$ cat src/rtl/md_issue_buffer_pkg.sv
// Shared encodings for the muldiv issue buffer: muldiv op modes and queue FSM states.
package md_issue_buffer_pkg;

  localparam int MODE_W = 4;

  localparam logic [3:0] MD_NONE  = 4'd0;
  localparam logic [3:0] MD_MULT  = 4'd1;
  localparam logic [3:0] MD_MULTU = 4'd2;
  localparam logic [3:0] MD_DIV   = 4'd3;
  localparam logic [3:0] MD_DIVU  = 4'd4;
  localparam logic [3:0] MD_MTHI  = 4'd5;
  localparam logic [3:0] MD_MTLO  = 4'd6;
  localparam logic [3:0] MD_FDIV  = 4'd7;
  localparam logic [3:0] MD_BDS   = 4'd8;

  typedef enum logic [1:0] {
    MDQ_IDLE = 2'd0,
    MDQ_WAIT = 2'd1,
    MDQ_RUN  = 2'd2
  } mdq_state_e;

  // Compute ops occupy muldiv for several cycles and raise md_busy.
  function automatic logic md_is_compute(input logic [3:0] mode);
    return (mode == MD_MULT) || (mode == MD_MULTU) || (mode == MD_DIV) ||
           (mode == MD_DIVU) || (mode == MD_FDIV) || (mode == MD_BDS);
  endfunction

  function automatic logic md_is_move(input logic [3:0] mode);
    return (mode == MD_MTHI) || (mode == MD_MTLO);
  endfunction

endpackage

$ cat src/rtl/md_fifo.sv
// Generic synchronous FIFO with combinational head, occupancy count and a clear
// that discards all entries in one edge.
module md_fifo #(
  parameter int WIDTH = 68,
  parameter int DEPTH = 4,
  localparam int AW = $clog2(DEPTH)
) (
  input  logic             clk,
  input  logic             rst,
  input  logic             push,
  input  logic             pop,
  input  logic             clear,
  input  logic [WIDTH-1:0] push_data,
  output logic             full,
  output logic             empty,
  output logic [AW:0]      count,
  output logic [WIDTH-1:0] head
);

  logic [WIDTH-1:0] mem_q [DEPTH];
  logic [AW-1:0]    wr_ptr_q;
  logic [AW-1:0]    rd_ptr_q;
  logic [AW:0]      count_q;
  logic             do_push;
  logic             do_pop;

  assign full    = (count_q == (AW+1)'(DEPTH));
  assign empty   = (count_q == '0);
  assign count   = count_q;
  assign head    = mem_q[rd_ptr_q];
  assign do_push = push && !full && !clear;
  assign do_pop  = pop && !empty && !clear;

  always_ff @(posedge clk or posedge rst) begin
    if (rst) begin
      for (int i = 0; i < DEPTH; i++) mem_q[i] <= '0;
    end else if (do_push) begin
      mem_q[wr_ptr_q] <= push_data;
    end
  end

  // Pointers wrap naturally because DEPTH is a power of two.
  always_ff @(posedge clk or posedge rst) begin
    if (rst) begin
      wr_ptr_q <= '0;
      rd_ptr_q <= '0;
      count_q  <= '0;
    end else if (clear) begin
      rd_ptr_q <= wr_ptr_q;
      count_q  <= '0;
    end else begin
      if (do_push) wr_ptr_q <= wr_ptr_q + AW'(1);
      if (do_pop)  rd_ptr_q <= rd_ptr_q + AW'(1);
      case ({do_push, do_pop})
        2'b10:   count_q <= count_q + (AW+1)'(1);
        2'b01:   count_q <= count_q - (AW+1)'(1);
        default: count_q <= count_q;
      endcase
    end
  end

endmodule

$ cat src/rtl/md_issue_buffer.sv
// E-stage queue in front of muldiv: buffers HI/LO ops, issues one at a time when
// muldiv is idle, and tells the hazard unit when HI/LO is final.
module md_issue_buffer
  import md_issue_buffer_pkg::*;
#(
  parameter int DEPTH  = 4,
  parameter int MODE_W = 4,
  localparam int CW = $clog2(DEPTH) + 1
) (
  input  logic              clk,
  input  logic              reset,
  input  logic              flush,
  input  logic              in_valid,
  input  logic [MODE_W-1:0] in_mode,
  input  logic [31:0]       in_a,
  input  logic [31:0]       in_b,
  output logic              in_ready,
  output logic [MODE_W-1:0] md_mode,
  output logic [31:0]       md_a,
  output logic [31:0]       md_b,
  output logic              md_req,
  input  logic              md_busy,
  output logic              hilo_ready,
  output logic [CW-1:0]     count
);

  localparam int EW = MODE_W + 64;

  logic [EW-1:0]     head;
  logic [MODE_W-1:0] head_mode;
  logic              fifo_full;
  logic              fifo_empty;
  logic              push;
  logic              issue;
  mdq_state_e        state_q;

  assign head_mode = head[EW-1:64];
  assign push      = in_valid && !fifo_full && !flush;
  assign issue     = !fifo_empty && (state_q == MDQ_IDLE) && !md_busy && !flush;

  md_fifo #(
    .WIDTH(EW),
    .DEPTH(DEPTH)
  ) u_fifo (
    .clk      (clk),
    .rst      (reset),
    .push     (push),
    .pop      (issue),
    .clear    (flush),
    .push_data({in_mode, in_a, in_b}),
    .full     (fifo_full),
    .empty    (fifo_empty),
    .count    (count),
    .head     (head)
  );

  // Unknown or NONE modes still leave the queue but reach muldiv as NONE.
  always_comb begin
    md_mode = MODE_W'(MD_NONE);
    if (issue && (md_is_compute(head_mode) || md_is_move(head_mode))) md_mode = head_mode;
  end

  assign md_a       = fifo_empty ? 32'd0 : head[63:32];
  assign md_b       = fifo_empty ? 32'd0 : head[31:0];
  assign in_ready   = !fifo_full;
  assign md_req     = flush;
  assign hilo_ready = fifo_empty && (state_q == MDQ_IDLE) && !md_busy;

  // WAIT covers the one cycle before muldiv's registered busy rises; flush leaves
  // the state alone so an op already inside muldiv is tracked to completion.
  always_ff @(posedge clk or posedge reset) begin
    if (reset) begin
      state_q <= MDQ_IDLE;
    end else begin
      case (state_q)
        MDQ_IDLE: if (issue && md_is_compute(head_mode)) state_q <= MDQ_WAIT;
        MDQ_WAIT: state_q <= md_busy ? MDQ_RUN : MDQ_IDLE;
        MDQ_RUN:  if (!md_busy) state_q <= MDQ_IDLE;
        default:  state_q <= MDQ_IDLE;
      endcase
    end
  end

endmodule

$ cat config.mk
export PLATFORM = sky130hd
export DESIGN_NAME = md_issue_buffer
export DESIGN_NICKNAME = d
export VERILOG_FILES = /design/src/rtl/md_issue_buffer_pkg.sv /design/src/rtl/md_fifo.sv /design/src/rtl/md_issue_buffer.sv
export SDC_FILE = /design/constraint.sdc
export NUM_CORES = 1
export LEC_CHECK = 0
export CAP_MARGIN = 15
export CORE_MARGIN = 1.5
export CORE_UTILIZATION = 25
export DETAILED_ROUTE_END_ITERATION = 12
export PLACE_DENSITY_LB_ADDON = 0.08
export REMOVE_ABC_BUFFERS = 1
export SKIP_CTS_REPAIR_TIMING = 1
export SLEW_MARGIN = 0
export SYNTH_ARGS = -nofsm -noshare
export SYNTH_HDL_FRONTEND = slang
export SYNTH_SLANG_ARGS = --single-unit
$ cat constraint.sdc
create_clock -name clk -period 10 [get_ports clk]
set_input_delay 2 -clock clk [delete_from_list [all_inputs] [get_ports clk]]
set_output_delay 2 -clock clk [all_outputs]
set_load 0.02 [all_outputs]
## Word level (Yosys, flattened, before mapping)

Index checks and enable logic that the tools add are counted.

| word-level totals | value |
|---|---|
| logic and storage cells | 81 |
| output and inout port bits | 74 |
| bits in registers | 281 |
| input bits | 73 |

| operators by class | value |
|---|---|
| $add $sub $neg | 4 |
| equal/unequal tests | 15 |
| reduce and logical (&&, ||, !) cells | 31 |
| muxes and demuxes | 17 |
| order comparisons | 3 |
| bitwise logic cells | 3 |

Operators with widths:

| cell | count |
|---|---|
| bitwise mux 272 bit | 1 |
| 2-to-1 mux 68 bit | 3 |
| binary-select mux 68 bit (select 2 bit) | 1 |
| demux 68 bit (select 2 bit) | 1 |
| 2-to-1 mux 32 bit | 2 |
| == test 4 x 3 -> 1 bit, second input constant | 4 |
| logical AND 1 bit | 14 |
| 2-to-1 mux 2 bit | 5 |
| == test 4 x 2 -> 1 bit, second input constant | 2 |
| logical OR 1 bit | 7 |
| greater-or-equal comparator 3 bit, second input constant | 2 |
| inverter 2 -> 3 bit | 2 |
| one-hot mux 2 bit (3 select lines) | 1 |
| one-hot mux 3 bit (2 select lines) | 1 |
| adder 2 x 1 -> 2 bit, second input constant | 2 |
| == test 2 x 1 -> 1 bit, second input constant | 2 |
| == test 2 bit, second input constant | 2 |
| == test 4 x 1 -> 1 bit, second input constant | 1 |
| == test 4 bit, second input constant | 1 |
| zero test 1 bit | 4 |
| 2-to-1 mux 4 bit | 1 |
| AND reduction 2 bit | 2 |
| adder 3 x 1 -> 3 bit, second input constant | 1 |
| == test 3 bit, second input constant | 1 |
| 10 further kinds | 10 |

## Longest topological paths before layout

Gate-level depths: netlist (run 1).

| logic depth | value |
|---|---|
| depth after elaboration | 13 |
| gate-level depth with buffers | 8 |
| mapped depth without buffers | 8 |

## Hierarchy

A second synthesis (run 1) with hierarchy kept.

| second synthesis, totals | value |
|---|---|
| cells, all modules | 816 |
| area, all modules | 12893.6 µm² |

Modules (own cells, without submodules):

| module | cells each | times used | area an instance (µm²) | seq. area each (µm²) |
|---|---|---|---|---|
| md_fifo | 721 | 1 | 12253.0 | 6981.7 |
| md_issue_buffer | 95 | 1 | 640.6 | 50.0 |

## Worst setup path after synthesis (run 1)

OpenSTA, ideal clock, no wires.

| timing path | value |
|---|---|
| path type | input port to output port |
| from | input port md_busy |
| to | output port md_mode[0] |
| data required time | 8000 ps |
| stages | 4 |
| arrival | 2803 ps |
| path slack | 5197 ps |
| path buffers | 0 |
| cells stage by stage | nor3_1 > nand2_1 > nor3_1 > and2_1 |

| on the way | value |
|---|---|
| word-level cells in the longest chain between the ends | 5 |

Ends and longest elaborated chain:

| element | line | RTL |
|---|---|---|
| start, declared | md_issue_buffer.sv:22 | `input logic md_busy,` |
| zero test 1 bit | - |  |
| logical AND 1 bit (2 in series) | md_issue_buffer.sv:39 | `assign issue = !fifo_empty && (state_q == MDQ_IDLE) && !md_busy && !flush;` |
| logical AND 1 bit | md_issue_buffer.sv:60 | `if (issue && (md_is_compute(head_mode) \|\| md_is_move(head_mode))) md_mode = head_mode;` |
| 2-to-1 mux 4 bit | md_issue_buffer.sv:60 |  |
| end, declared | md_issue_buffer.sv:18 | `output logic [MODE_W-1:0] md_mode,` |

No other way between the ends.

## Worst setup path after layout (run 1)

| timing path | value |
|---|---|
| from | input port md_busy |
| to | output port md_mode[1] |

Same word-level chain as after synthesis.

==> results of run 1 <==
cells in the mapped netlist (all sizes together):
| library cell | number | share of area [%] |
|---|---|---|
| clkbuf | 10 | 0.28 |
| xnor3 | 1 | 0.17 |
| xnor2 | 1 | 0.066 |
| nand3b | 1 | 0.056 |
| o2111a | 1 | 0.085 |
| mux2 | 272 | 25 |
| o21ai | 4 | 0.15 |
| or3b | 2 | 0.13 |
| a21bo | 1 | 0.075 |
| nand2b | 1 | 0.047 |
| nand3 | 2 | 0.075 |
| dfrtp | 281 | 53 |
| mux4 | 68 | 12 |
| nand2 | 10 | 0.77 |
| fa | 1 | 0.15 |
| a21oi | 1 | 0.038 |
| and4b | 1 | 0.075 |
| and2 | 69 | 3.2 |
| a2111oi | 1 | 0.066 |
| a311oi | 1 | 0.066 |
| o211ai | 1 | 0.056 |
| or3 | 2 | 0.094 |
| ha | 4 | 0.38 |
| buf | 45 | 3.5 |
| and3b | 1 | 0.094 |
| inv | 3 | 0.085 |
| a211o | 1 | 0.066 |
| nor3 | 4 | 0.15 |
| nor3b | 1 | 0.056 |
| xor2 | 4 | 0.26 |
| nor2 | 4 | 0.11 |
critical path, cell delays in order:
cell	delay [ns]
clkdlybuf4s50_1	0.43
nor3_1	0.19
nand2_1	0.18
nor3_1	0.32
and2_1	0.18
clkdlybuf4s50_1	0.60
flip-flops by register name, indices dropped and copies added, names as in the netlist:
name and cells:
u_fifo.mem_q 272, u_fifo.rd_ptr_q 2, u_fifo.count 3, state_q 2, u_fifo.wr_ptr_q 2
layer usage:
metal  track usage [%]  part of all wire, %  wire length, um
met4              4.07                  2.0              667
met2              19.6                   47            15300
met5                 0                 0.16               53
met3              3.16                  4.7             1550
met1              17.0                   46            15300
final timing paths:
path	endpoint	from
max	md_mode[1]	md_busy
min	u_fifo.mem_q[156]	u_fifo.mem_q[156]
max reg2reg	u_fifo.count[2]	u_fifo.count[0]
min reg2reg	u_fifo.mem_q[156]	u_fifo.mem_q[156]
max in group asynchronous	u_fifo.mem_q[19]	reset
min in group asynchronous	u_fifo.mem_q[211]	reset
cell type report:
class                           instances  area, um^2  share of cell area, %
Sequential cell                       281        7040                   42.9
Inverter                                3        18.8                  0.114
Timing Repair Buffer                  150        1500                   9.17
Antenna cell                            1        2.50                 0.0153
Clock buffer                           58        1130                   6.89
Clock inverter                          9        70.1                  0.427
Multi-Input combinational cell        460        5770                   35.2
Tap cell                              688         861                   5.25
cells by family (layout without fill, tap and decap cells):
logic type                 count (synthesis)  in the layout  share of synthesized area [%]
buffers and inverters                     58            220                           3.84
AOI/OAI and AO/OA                         11             11                          0.602
adders and majority gates                  5              5                          0.527
xor gates and xnor gates                   6              6                          0.498
other                                      0              1                              0
muxes                                    340            340                           36.8
and+or+nand+nor                           98             98                           4.91
DFF                                      281            281                           52.8
through the flow:
step / setup WS [ns] / hold WS, ns / utilization [%] / total power, mW
2_1_floorplan: 0.249 / 0.474 / - / 3.70
3_3_place_gp: 4.09 / 0.482 / 28.9 / 4.55
3_5_place_dp: 4.09 / 0.488 / 28.9 / 4.57
4_1_cts: 4.09 / 0.500 / 31.2 / 5.94
5_1_grt: 3.91 / 0.508 / 31.2 / 6.20
6_report: 4.10 / 0.495 / 31.2 / 5.81
power groups by stage:
stage	sequential, mW	clock (mW)	combinational, mW
finish	2.07	1.31	2.43
global route	2.15	1.42	2.62
CTS	2.07	1.38	2.49
detailed placement	2.08	0	2.48
global placement	2.09	0	2.46
floorplan	2.00	0	1.70
==> metrics, run 1 <==
final worst-path cycle share 59.0%; clk slew on worst S/H paths 0.05 ns; port bufs 146; Tmin final 5.90 ns; largest net degree at the start of global routing 160; sequential share of the synthesized area 52.8%; part of the power in registers 35.6%; max-cap violations 0; commonest non-fill, non-tap cells in the layout dfrtp_1, mux2_2, clkdlybuf4s50_1; hpwl dp 17.2 mm; Worst slew margin 32.8%; later-pin clock latency in the skew report 0.54 ns; RSZ-0062 raised after global routing false; vias in the first global route 8048; final cell count without fillers 1650; Worst Setup Start Kind input port; Die Y 234 um; Yosys Warn Count 0; Final Hold Viols 0; Setup crit end kind primary output; share of cells above drive strength 1 42.5%; commonest non-fill, non-tap cell in the layout dfrtp_1; CTS Buf Count 38; Placed Area 0.0152 mm^2; Mapped Area 0.0133 mm^2; WS Path Type in -> out; Clock power frac 22.6%; crit-path max FO 5; power density cells 354 mW/mm^2; status completed; Finish-stage setup viols 0; CTS tree done; Pleak 6.96 nW; WP data required 8.00 ns; Die X 234 um; hold path cells 1; synth unique cells 36; placed instance count 1582; initial cell density of the core 25.3%; Net Sw Frac 31.7%; Root Buffer clkbuf_16; Slew @ Worst Pin 1.01 ns; Max Fclk 0.169 GHz; Mapped Avg Cell Area 16.7 um^2; drt pass-1 iters 4; Initial DRC Count 245; Layout fillers 5266; first-pass GRT wire length 51.6 mm; initial antenna violation count 4; final instance area 0.0164 mm^2; Max IR drop VDD 154 uV; Switch Pwr 1.84 mW; Post-Synthesis Cells 799; R2R cell count 8; CTS H-tree lvls 2; Worst Clk Skew 0.00951 ns; Arr. time, crit path 3.90 ns; internal power 3.97 mW; post-route DRC violation count 0; Total Wirelength 32.9 mm; die area 0.0546 mm^2; GRT Overall Usage 12.6%; Area growth, synth to finish 23.2%; via count 7272; Max Root-Sink Buffers 3; clock sinks 281; CORE AREA 0.0526 mm^2; drt wl/cell 19.9 um; Hold Path Class reg -> reg; Yosys reg bits 281; row cnt 84; setup_tns 0 ns; register-to-register setup slack 6.89 ns; fin. max-slew vios 0; Combinational Power Share 41.8%; nets@finish 1012; vias per cell 4.41; Top Ports 147; grt ovf 0; post-route ant nets 0; GP Congestion 0.644
Power figures use the tool's default switching activity.
==> run 2, diff against run 1 <==
==> constraint.sdc (replaced) <==
create_clock -name clk -period 5.6 [get_ports clk]
set_input_delay 1.12 -clock clk [delete_from_list [all_inputs] [get_ports clk]]
set_output_delay 1.12 -clock clk [all_outputs]
set_load 0.02 [all_outputs]
==> metrics, run 2 (same netlist as run 1, synthesis figures left out) <==
WHS 0.499 ns (was 0.495 ns); Final Hold Viols 0 (unchanged); clock sinks 281 (unchanged); Die Y 234 um (unchanged); CORE AREA 0.0526 mm^2 (unchanged); Top reg by flops u_fifo.mem_q (unchanged); Pleak 7.00 nW (was 6.96 nW); Hold Path Class reg -> reg (unchanged); port bufs 146 (unchanged); Area growth, synth to finish 23.7% (was 23.2%); RR Startpoint u_fifo.count[0] (unchanged); power density cells 633 mW/mm^2 (was 354 mW/mm^2); max-cap violations 0 (unchanged); post-route DRC violation count 0 (unchanged); commonest non-fill, non-tap cell in the layout dfrtp_1 (unchanged); Max Fclk 0.231 GHz; Die X 234 um (unchanged); hpwl dp 17.4 mm (was 17.2 mm); Largest register FFs 272 (unchanged); area of the multi-input gates 0.00577 mm^2 (unchanged); Hold EP u_fifo.mem_q[169] (was u_fifo.mem_q[156]); drt wl/cell 20.0 um (was 19.9 um); Finish-stage setup viols 0 (unchanged); register-to-register setup slack 2.55 ns (was 6.89 ns); CTS tree done (unchanged); first-pass GRT wire length 51.2 mm (was 51.6 mm); commonest non-fill, non-tap cells in the layout dfrtp_1, mux2_2, clkdlybuf4s50_1 (unchanged); Reg-to-Reg End u_fifo.count[2] (unchanged); Slew @ Worst Pin 0.930 ns (was 1.01 ns); share of cells above drive strength 1 42.9% (was 42.5%); Max Root-Sink Buffers 3 (unchanged); initial antenna violation count 2 (was 4); initial cell density of the core 25.3% (unchanged); die area 0.0546 mm^2 (unchanged); Max stage delay on crit path 0.77 ns (was 0.60 ns); hold path cells 1 (unchanged); fin. max-slew vios 0 (unchanged); grt ovf 0 (unchanged); Worst Setup Start Kind register (was input port); Setup crit end kind primary output (unchanged); Worst Min Path Start u_fifo.mem_q[169] (was u_fifo.mem_q[156]); post-route ant nets 0 (unchanged); clk slew on worst S/H paths 0.06 ns (was 0.05 ns); Worst Clk Skew 0.0153 ns (was 0.00951 ns); Root Buffer clkbuf_16 (unchanged); CTS Buf Count 37 (was 38); crit-path max FO 67 (was 5); row cnt 84 (unchanged); RSZ-0062 raised after global routing false (unchanged); R2R cell count 8 (unchanged); Worst slew margin 38.0% (was 32.8%); Arr. time, crit path 3.21 ns (was 3.90 ns); Critical-path top delay cell or3_4 (was clkdlybuf4s50_1); Initial DRC Count 240 (was 245); Tmin final 4.33 ns; Total Wirelength 33.1 mm (was 32.9 mm); CP Cell Sequence or3_4, nand2_1, nor3_1, and2_1, clkdlybuf4s50_1 (was clkdlybuf4s50_1, nor3_1, nand2_1, nor3_1, and2_1, clkdlybuf4s50_1); CTS H-tree lvls 2 (unchanged); nets@finish 1014 (was 1012); status completed (unchanged); final worst slack 1.27 ns (was 4.10 ns); Layout fillers 5206 (was 5266); largest net degree at the start of global routing 122 (was 160); Top Ports 147 (unchanged); vias in the first global route 8054 (was 8048); via count 7231 (was 7272); vias per cell 4.37 (was 4.41); GRT Overall Usage 12.5% (was 12.6%); WP data required 4.48 ns (was 8.00 ns); WS Path Type reg -> out (was in -> out); Max IR drop VDD 236 uV (was 154 uV); later-pin clock latency in the skew report 0.55 ns (was 0.54 ns); Register Area 0.00704 mm^2 (unchanged); drt pass-1 iters 4 (unchanged); pre-CTS WS 1.39 ns (was 4.09 ns); final worst-path cycle share 77.3%; GP Congestion 0.666 (was 0.644)
run 2: changes by cell type in the layout (fill, tap and decap cells not counted), sizes merged:
cell / before / now
bufinv: 1 / 0
inv: 3 / 4
buf: 4 / 7
clkbuf: 58 / 62
clkinv: 8 / 4
run 2: routing by layer:
layer	wire length (um)	vias up	global-route usage, %
li1	-	3208	-
met1	15400	3841	16.6
met2	15300	124	19.6
met3	1670	54	3.27
met4	739	4	4.15
met5	25	-	0
run 2: layout make-up:
| type | count | area share [%] |
|---|---|---|
| sequential | 281 | 42.8 |
| tap | 688 | 5.23 |
| clock inverter | 5 | 0.175 |
| timing repair buffer | 153 | 9.42 |
| clock buffer | 62 | 7.24 |
| antenna | 1 | 0.0152 |
| inverter | 3 | 0.114 |
| multi-input combinational | 460 | 35.0 |
run 2: worst max path at each step:
stage	from	to	slack, ns	cells past startpoint
6_report	u_fifo.count[0]	md_mode[1]	1.27	5
5_1_grt	u_fifo.count[0]	md_mode[1]	0.89	5
4_1_cts	u_fifo.count[0]	md_mode[1]	1.11	5
3_5_place_dp	md_busy	md_mode[1]	1.39	6
3_3_place_gp	md_busy	md_mode[1]	1.42	6
2_1_floorplan	reset	state_q[0]	-3.27	1
run 2: critical path: cells and delay by family (launching register included):
kind                   cells  cell delay (ns)
buffers and inverters      1             0.60
and+or+nand+nor            4             1.60
DFF                        1             0.45
run 2: power by group:
group          leakage [nW]  switching [mW]  internal (mW)  total, mW
clock                 0.606           0.932           1.45       2.38
combinational          3.01            1.77           2.62       4.38
sequential             3.39           0.604           3.05       3.65
total                  7.00            3.30           7.11       10.4
run 2: metrics by stage:
stage / util [%] / cells / cell area, um^2 / total power, mW / TNS (ns)
after floorplan: - / 744 / 12800 / 6.61 / -919.02
after global placement: 29.0 / 1585 / 15200 / 8.15 / 0
after detailed placement: 29.0 / 1585 / 15200 / 8.17 / 0
after CTS: 31.3 / 1652 / 16500 / 10.7 / 0
after global routing: 31.3 / 1652 / 16500 / 11.1 / 0
final: 31.3 / 1653 / 16500 / 10.4 / 0
==> run 3, diff against run 2 <==
==> constraint.sdc (replaced) <==
create_clock -name clk -period 3.99 [get_ports clk]
set_input_delay 0.798 -clock clk [delete_from_list [all_inputs] [get_ports clk]]
set_output_delay 0.798 -clock clk [all_outputs]
set_load 0.02 [all_outputs]
==> metrics, run 3 (same netlist as run 1, synthesis figures left out) <==
met3 wire len 1.57 mm (was 1.67 mm); row cnt 84 (unchanged); Initial DRC Count 218 (was 240); Clock power frac 22.7% (was 22.8%); drt pass-1 iters 4 (unchanged); GP Congestion 0.658 (was 0.666); Net Sw Frac 31.5% (was 31.7%); Max Fclk 0.275 GHz; fin. max-slew vios 0 (unchanged); Worst Min Path Start u_fifo.mem_q[174] (was u_fifo.mem_q[169]); Worst slew margin 54.3% (was 38.0%); diode count 0 (was 1); met2 WL 15.4 mm (was 15.3 mm); placed instance count 1595 (was 1585); hold path cells 1 (unchanged); first-pass GRT wire length 51.4 mm (was 51.2 mm); CTS tree done (unchanged); RR Startpoint u_fifo.count[0] (unchanged); Combinational Power Share 43.1% (was 42.1%); post-route DRC violation count 0 (unchanged); Worst Clk Skew 0.0131 ns (was 0.0153 ns); final cell count without fillers 1660 (was 1653); WS Path Type reg -> out (unchanged); Max Root-Sink Buffers 3 (unchanged); Max stage delay on crit path 0.66 ns (was 0.77 ns); WP data required 3.19 ns (was 4.48 ns); Final Hold Viols 0 (unchanged); commonest non-fill, non-tap cells in the layout dfrtp_1, mux2_2, clkdlybuf4s50_1 (unchanged); grt ovf 0 (unchanged); Top Ports 147 (unchanged); power density cells 886 mW/mm^2 (was 633 mW/mm^2); Finish-stage setup viols 0 (unchanged); later-pin clock latency in the skew report 0.54 ns (was 0.55 ns); post-route ant nets 0 (unchanged); largest net degree at the start of global routing 80 (was 122); Tmin final 3.64 ns; GRT Overall Usage 12.5% (about the same); Slew @ Worst Pin 0.686 ns (was 0.930 ns); clock sinks 281 (unchanged); register-to-register setup slack 1.29 ns (was 2.55 ns); status completed (unchanged); internal power 10.1 mW (was 7.11 mW); Worst Setup Start Kind register (unchanged); Setup crit end kind primary output (unchanged); Area growth, synth to finish 25.0% (was 23.7%); hpwl dp 19.0 mm (was 17.4 mm); Largest register FFs 272 (unchanged); die area 0.0546 mm^2 (unchanged); final worst-path cycle share 91.2%; Top reg by flops u_fifo.mem_q (unchanged); CORE AREA 0.0526 mm^2 (unchanged); crit-path max FO 26 (was 67); vias per cell 4.38 (was 4.37); CTS H-tree lvls 2 (unchanged); drt wl/cell 19.9 um (was 20.0 um); wire length on met1 15.2 mm (was 15.4 mm); vias in the first global route 8050 (was 8054); port bufs 146 (unchanged); CP startpoint u_fifo.rd_ptr_q[0] (was u_fifo.count[0]); initial antenna violation count 4 (was 2); Arr. time, crit path 2.84 ns (was 3.21 ns); Root Buffer clkbuf_16 (unchanged); Critical-path top delay cell dfrtp_4 (was or3_4); R2R cell count 8 (unchanged); share of cells above drive strength 1 43.7% (was 42.9%); top sig layer met5 (unchanged); clk slew on worst S/H paths 0.05 ns (was 0.06 ns); Die X 234 um (unchanged); CTS Buf Count 37 (unchanged); max-cap violations 0 (unchanged); Hold Path Class reg -> reg (unchanged); CP Cell Sequence buf_12, mux4_2, and2_1, clkdlybuf4s50_1 (was or3_4, nand2_1, nor3_1, and2_1, clkdlybuf4s50_1); nets@finish 1024 (was 1014); Pleak 7.09 nW (was 7.00 nW); commonest non-fill, non-tap cell in the layout dfrtp_1 (unchanged); Max IR drop VDD 393 uV (was 236 uV); Die Y 234 um (unchanged); Total Wirelength 33.0 mm (was 33.1 mm); via count 7274 (was 7231); Switch Pwr 4.64 mW (was 3.30 mW); setup_tns 0 ns (unchanged); RSZ-0062 raised after global routing false (unchanged); initial cell density of the core 25.3% (unchanged); part of the power in registers 34.2% (was 35.1%)
==> run 3: metrics by stage <==
step | area (um^2) | hold WS [ns] | power (mW) | utilization [%] | setup WS, ns
2_1_floorplan | 12800 | 0.474 | 9.28 | - | -4.56
3_3_place_gp | 15400 | 0.483 | 11.6 | 29.3 | 0.535
3_5_place_dp | 15400 | 0.488 | 11.6 | 29.3 | 0.515
4_1_cts | 16600 | 0.501 | 15.1 | 31.7 | 0.272
5_1_grt | 16600 | 0.509 | 15.7 | 31.7 | 0.220
6_report | 16600 | 0.495 | 14.7 | 31.7 | 0.353
==> run 3: layer usage <==
| layer | GRT usage, % | vias up |
|---|---|---|
| li1 | - | 3227 |
| met1 | 16.9 | 3856 |
| met2 | 19.4 | 125 |
| met3 | 3.06 | 58 |
| met4 | 4.11 | 8 |
| met5 | 0 | - |
==> run 3: worst max-delay path: cells and delay by family, from the launching register on <==
| kind | cells | cell delay [ns] |
|---|---|---|
| buffers and inverters | 2 | 0.84 |
| DFF | 1 | 0.66 |
| muxes | 1 | 0.54 |
| and+or+nand+nor | 1 | 0.21 |
==> run 3: power by group through the flow <==
stage | sequential (mW) | clock (mW) | combinational (mW)
after floorplan | 5.02 | 0 | 4.26
after global placement | 5.09 | 0 | 6.47
after detailed placement | 5.07 | 0 | 6.51
after CTS | 5.04 | 3.49 | 6.54
after global routing | 5.24 | 3.59 | 6.86
final | 5.04 | 3.34 | 6.34
==> run 3: final cells by class <==
type	count	area (um^2)
Sequential cell	281	7040
Inverter	3	18.8
Timing Repair Buffer	163	1730
Multi-Input combinational cell	460	5770
Tap cell	688	861
Clock inverter	11	109
Clock buffer	54	1110
Fill cell	5226	35900
==> run 3: worst paths after layout <==
kind	end
setup reg to reg	u_fifo.count[2]
hold reg to reg	u_fifo.mem_q[174]
hold / removal	u_fifo.mem_q[174]
max in group asynchronous	u_fifo.mem_q[141]
min in group asynchronous	u_fifo.mem_q[75]
setup / recovery	md_a[20]
